$ cat src/rtl/fetch_ctrl.sv
// Front-end fetch sequencer: owns the fetch PC, issues one instruction-bus
// request at a time, and holds the returned word in a single-entry buffer
// until decode takes it. A redirect squashes the buffer. If a redirect
// arrives while a request is in flight, that response is drained and dropped.
module fetch_ctrl #(
  parameter logic [63:0] RESET_PC = 64'h8000_0000,
  parameter int          PC_STEP  = 4
) (
  input  logic        clk,
  input  logic        reset,
  output logic        ireq_valid,
  output logic [63:0] ireq_addr,
  input  logic        iresp_data_ok,
  input  logic [31:0] iresp_data,
  input  logic        redirect,
  input  logic [63:0] redirect_pc,
  input  logic        stall,
  input  logic        stallM,
  output logic        if_valid,
  output logic [63:0] if_pc,
  output logic [31:0] if_instr,
  output logic        stallI,
  output logic [63:0] pc
);

  localparam logic [63:0] STEP = 64'(PC_STEP);

  // S_REQ   : buffer empty, live request outstanding at pc
  // S_WAIT  : buffer full, no request on the bus
  // S_DRAIN : request at pc is stale; wait for its response, then go to target
  typedef enum logic [1:0] {S_REQ, S_WAIT, S_DRAIN} state_t;

  state_t      state, state_nx;
  logic [63:0] pc_nx, target, target_nx, if_pc_nx;
  logic [31:0] if_instr_nx;
  logic        if_valid_nx;
  logic        accept;

  assign accept     = if_valid && !stall && !stallM;
  // The address does not need a separate hold register. pc is left unchanged
  // while a request is outstanding, including in DRAIN, so it is the frozen
  // request address.
  assign ireq_valid = reset && (state != S_WAIT);
  assign ireq_addr  = pc;
  assign stallI     = !if_valid;

  // Register state, PC, drain target and the output buffer.
  always_ff @(posedge clk or negedge reset) begin
    if (!reset) begin
      state    <= S_REQ;
      pc       <= RESET_PC;
      target   <= '0;
      if_valid <= 1'b0;
      if_pc    <= '0;
      if_instr <= '0;
    end else begin
      state    <= state_nx;
      pc       <= pc_nx;
      target   <= target_nx;
      if_valid <= if_valid_nx;
      if_pc    <= if_pc_nx;
      if_instr <= if_instr_nx;
    end
  end

  // Compute the next state and the register updates for each bus and redirect event.
  always_comb begin
    state_nx    = state;
    pc_nx       = pc;
    target_nx   = target;
    if_valid_nx = if_valid;
    if_pc_nx    = if_pc;
    if_instr_nx = if_instr;
    unique case (state)
      S_REQ: begin
        if (iresp_data_ok && !redirect) begin
          if_valid_nx = 1'b1;
          if_pc_nx    = pc;
          if_instr_nx = iresp_data;
          pc_nx       = pc + STEP;
          state_nx    = S_WAIT;
        end else if (iresp_data_ok) begin
          // The response and the redirect land together. Drop the word and refetch at once.
          pc_nx = redirect_pc;
        end else if (redirect) begin
          // The bus still owes a response at the old address. Park the target.
          target_nx = redirect_pc;
          state_nx  = S_DRAIN;
        end
      end
      S_DRAIN: begin
        if (iresp_data_ok) begin
          pc_nx    = redirect ? redirect_pc : target;
          state_nx = S_REQ;
        end else if (redirect) begin
          target_nx = redirect_pc;
        end
      end
      S_WAIT: begin
        // A redirect wins over any stall. A response cannot arrive here, so it is ignored.
        if (redirect) begin
          if_valid_nx = 1'b0;
          pc_nx       = redirect_pc;
          state_nx    = S_REQ;
        end else if (accept) begin
          if_valid_nx = 1'b0;
          state_nx    = S_REQ;
        end
      end
      default: state_nx = S_REQ;
    endcase
  end

endmodule

$ cat config.mk
export PLATFORM = sky130hd
export DESIGN_NAME = fetch_ctrl
export DESIGN_NICKNAME = d
export VERILOG_FILES = /design/src/rtl/fetch_ctrl.sv
export SDC_FILE = /design/constraint.sdc
export NUM_CORES = 1
export LEC_CHECK = 0
export ABC_CLOCK_PERIOD_IN_PS = 2840
export BUFFER_PORTS_ARGS = -buffer_cell sky130_fd_sc_hd__buf_2
export CELL_PAD_IN_SITES_DETAIL_PLACEMENT = 1
export CELL_PAD_IN_SITES_GLOBAL_PLACEMENT = 2
export CORE_ASPECT_RATIO = 1.75
export CORE_UTILIZATION = 34
export CTS_BUF_LIST = sky130_fd_sc_hd__clkbuf_8
export DETAILED_ROUTE_END_ITERATION = 10
export PLACE_DENSITY_LB_ADDON = 0.1
export RECOVER_POWER = 100
export SETUP_SLACK_MARGIN = 0.15
export SLEW_MARGIN = 20
export SYNTH_ARGS = -nofsm -noshare
export SYNTH_HDL_FRONTEND = slang
export SYNTH_SLANG_ARGS = --single-unit
export TNS_END_PERCENT = 50
$ cat constraint.sdc
create_clock -name clk -period 2.84 [get_ports clk]
set_clock_uncertainty 0.15 [all_clocks]
set_input_delay 0.142 -clock clk [delete_from_list [all_inputs] [get_ports clk]]
set_output_delay 0.142 -clock clk [all_outputs]
set_load 0.01 [all_outputs]
* After elaboration in Yosys (flattened, before gate mapping) *
Cells that the tools add are included.

cells by class
  $add $sub $neg = 1
  multiply operators = 0
  div/mod/pow operators = 0
  $lt $le $gt $ge = 0
  equality and inequality tests = 11
  shifts and indexed selects = 0
  muxes and demuxes = 20
  bitwise logic cells = 0
  reduce and logical (&&, ||, !) cells = 17

operators with widths
  cell                                            number
  two-way mux 64 bit                              7
  case mux 64 bit (3 select lines)                1
  case mux 64 bit (2 select lines)                1
  adder 64 x 3 -> 64 bit (second input constant)  1
  two-way mux 2 bit                               6
  != test 3 bit (second input constant)           4
  != test 2 bit (second input constant)           4
  AND reduction 4 bit                             2
  case mux 2 bit (3 select lines)                 1
  logical AND 1 bit                               4
  logical NOT 1 bit                               4
  AND reduction 2 bit                             2
  nonzero test 2 bit                              2
  two-way mux 1 bit                               3
  AND reduction 3 bit                             1
  nonzero test 3 bit                              1
  == test 2 x 1 -> 1 bit (second input constant)  1
  == test 2 bit (second input constant)           1
  logical NOT 2 bit                               1
  != test 2 x 1 -> 1 bit (second input constant)  1
  case mux 1 bit (2 select lines)                 1

storage, ports and cells
  bits in registers = 227
  latch bits = 0
  memory bits (writable) = 0
  bits in read-only memories = 0
  memories = 0

* Depth between registers and ports, before layout *
  depth after elaboration = 6
  gate-level depth with buffers = 11

* Least setup slack after synthesis *
Ideal clock, no wire load.

  kind = flip-flop to flip-flop
  start point = reg pc[2], in the netlist ireq_addr[2]
  end point = reg pc[42], in the netlist ireq_addr[42]
  library setup time = 124 ps
  data arrival time = 2,107 ps
  slack = 459 ps
  cell stages (with the launch flop) = 8
  path through = dfrtp_1 -> ha_1 -> nand3_1 -> nor4_4 -> nand4_4 -> or4_1 -> nand2_1 -> a21oi_1

between the ends
  longest elaborated chain between the ends = 3

ends and longest elaborated chain
  item                              line  source
  start: declaration                23    output logic [63:0] pc
  start signal: assignment          58    pc <= pc_nx;
  adder 64 x 3 -> 64 bit            80    pc_nx = pc + STEP;
  two-way mux 64 bit                76    if (iresp_data_ok && !redirect) begin
  case mux 64 bit (3 select lines)  74    unique case (state)

Every way passes these cells.
A chain may end at the register's enable or synchronous reset.

* Worst setup path after layout *
  start point = reg state[1]
  end point = reg pc[58], in the netlist ireq_addr[58]

between the ends
  longest elaborated chain between the ends = 3
  elaborated cells between the ends (all ways) = 9

ends and longest elaborated chain
  item                                             line  source
  start: declaration                               33    state_t state, state_nx;
  start signal: assignment                         57    state <= state_nx;
  == test 2 x 1 -> 1 bit (tied with other cells)   74
  != test 2 bit (no line) (tied with other cells)  n/a
  AND reduction 4 bit (no line)                    n/a

Parallel ways exist; a longest one is shown, timed or not.

==> flow_summary.yaml <==
clocking:
  clk_latency_ps: 580
  cts_tree: "yes"
  htree_levels: 2
  cts_root_buf: "clkbuf_8"
  clockBufferDepth: 3
  cts_buffers: 39
  cts_sinks: 227
  cts.clk_slew.worst_paths_ps: 60
  cts_setup_buffers: 0
detailed_routing:
  drc: 0
  drtAntennaViolNets: 0
  drt_first_pass_iters: 4
  viasPerCell: 5.41
  wl_per_cell_um: 22.0
  num_vias: 11600
  dr.first_iter.drc_count: 487
  routed_wl_um: 47300
yosys:
  synth_top_cell_by_area: "dfrtp_1"
  synth-edff-count: 0
  ys.warnings.count: 0
  synth_mux_area_share_pct: 15.9
  syn_inst: 1253
  synth_xor_area_share_pct: 0.633
  synth_compound_area_share_pct: 17.5
  yosys.area_share.simple_pct: 12.7
  synth_nets: 1360
  ys_seq_elements: 227
  synth_area_sq_um: 12400
  synth_top_family_by_area: "compound AO/OA/AOI/OAI gates"
  synthTopCellsByArea: "dfrtp_1 (45%), mux2_2 (14%), o21ai_0 (4.8%)"
  synth_async_sr_flop_share_pct: 100
  yosys.area.top_type_share_pct: 45.4
  syn_avg_cell_area_sq_um: 9.94
  netlist-cell-type-count: 63
  ys.flop_type: "dfrtp_1"
  synthAdderAreaFrac_pct: 0.503
  ys_seq_area_share_pct: 45.6
sta:
  worst_slew_pin_slew_ps: 1840
  slew-limit-headroom_pct: -22.4
  fmax_ghz: 0.378
  setup_viol: 0
  tns_ps: 0
  fin_crit_sh_pct: 93.2
  report.final.slew_viol_count: 99
  fin_ws_ps: 192
  rsz0062_at_grt: "yes"
  hold_viol: 0
  min_period_ps: 2650
global_route:
  grt-ovfl-total: 0
  grt_max_degree: 65
  antenna_found_initial: 2
  grt_pass1_vias: 12200
  grt_first_pass_wirelength_um: 72700
  grtUsageTotal_pct: 25.3
placement:
  port_buffers: 328
  pre_cts_slack_ps: 140
  place_congestion: 0.826
  hpwl_um: 32100
worst_hold_path:
  min_path_type: "primary input to register"
floorplan:
  die_x_um: 147
  core-area_sq_um: 36000
  fp.dieH_um: 255
  rows: 92
  dieArea_sq_um: 37400
  io_pins: 329
  start_util_pct: 34.6
final_layout:
  area_delta_synth_final_pct: 28.8
  layout_common_cells: "dfrtp_1 (225), clkbuf_1 (225), mux2_2 (154)"
  drive_above_1_share_pct: 25.0
  utilization_pct: 44.5
  final_nets: 1756
power:
  p_per_area_nw_per_um2: 1110
  ir_drop_mv: 0.616
  p_leak_uw: 0.00675
setup_path:
  cp.required_ps: 3150
  slowest_stage: "dfrtp_1"
  path_max_fanout: 29
  criticalPathCategory: "register to register"
  end_kind: "register"
  crit_chain: "inv_1 > ha_1 > buf_4 > a21o_1 > clkbuf_4 > a22oi_1 > nor2_1 > or3_1 > a31oi_1 > nor3_1"
  cpPeakStageDelay_ps: 430
  critPathLaunchType: "register"
  worst_ep_arrival_time_ps: 2960
outcome:
  violations: "max-capacitance violations, max-slew violations"
  status: "finished with violations"
run:
  max_cap_viol_count: 3
[state kept, by name (all words and copies together), names as in the netlist]
name,count
if_instr,32
if_pc,64
if_valid,1
ireq_addr,64
state,2
target,64
[cell type report]
cell class,count,area [sq um]
Multi-Input combinational cell,856,5940
Clock buffer,54,743
Timing Repair Buffer,506,2940
Sequential cell,227,5680
Clock inverter,15,58.8
Tap cell,470,588
Inverter,19,71.3
Antenna cell,1,2.50
Fill cell,4276,20000
[final timing paths]
| kind | from | slack (ps) | endpoint | cells after the start |
|---|---|---|---|---|
| setup reg to reg | state[1] | 190 | ireq_addr[58] | 10 |
| setup / recovery | state[1] | 190 | ireq_addr[58] | 10 |
| hold / removal | stall | 100 | state[0] | 5 |
| hold reg to reg | if_pc[11] | 330 | if_pc[11] | 2 |
| min in group asynchronous | reset | 540 | ireq_addr[23] | 3 |
| max in group asynchronous | reset | 530 | target[3] | 3 |
[cell families after synthesis]
group                      Yosys count
AOI/OAI and AO/OA                  346
and+or+nand+nor                    318
DFF                                227
muxes                              178
buffers and inverters              170
xor gates and xnor gates             9
adders and majority gates            5
[per-layer routing]
metal  vias to the layer above  share of wire (%)  GRT usage (%)
li1                       5334                  -              -
met1                      5886                 40           29.6
met2                       332                 53           46.7
met3                        76                4.3           3.53
met4                         0                2.9           8.78
met5                         -                  0              0
[per-stage QoR]
stage	power, uW	cells	instance area (sq um)	hold slack, ps
6_report	17900	2148	16000	95.9
5_1_grt	19100	2148	16000	134
4_1_cts	18600	2147	16500	64.0
3_5_place_dp	15300	1976	14600	-9.41
3_3_place_gp	15000	1976	14600	-15.6
2_1_floorplan	11600	1253	12400	-304
[worst max-delay path: cells and delay by family (launching register included)]
family | cells | cell delay (ps)
flip-flops | 1 | 430
buffers and inverters | 3 | 670
AND/OR/NAND/NOR | 3 | 470
adder cells (fa/ha/maj) | 1 | 210
AO/OA/AOI/OAI | 3 | 600
[synthesized netlist by cell type, drive strengths merged, types with 5 or more instances]
cell	n
a211oi	7
a21oi	69
a221oi	15
a22o	18
a22oi	20
a31oi	21
and3	13
buf	76
clkbuf	75
dfrtp	226
ha	5
inv	19
mux2	155
mux2i	23
nand2	107
nand3	32
nand4	25
nor2	71
nor3	30
nor4	12
o211ai	7
o21a	6
o21ai	121
o22ai	9
o31ai	11
or3	6
xnor2	6
[report_power, final]
| group | switching [uW] | internal (uW) |
|---|---|---|
| sequential | 1350 | 4850 |
| clock | 1420 | 1680 |
| combinational | 5170 | 3410 |
[what timing repair did]
action | 4_1_cts | 5_1_grt
setup endpoints to repair | 5 | 21
gates resized for setup | 0 | 12
hold endpoints to repair | 384 | 0
hold buffers | 102 | 0
pin swaps | 0 | 1
(Power assumes the default switching activity.)
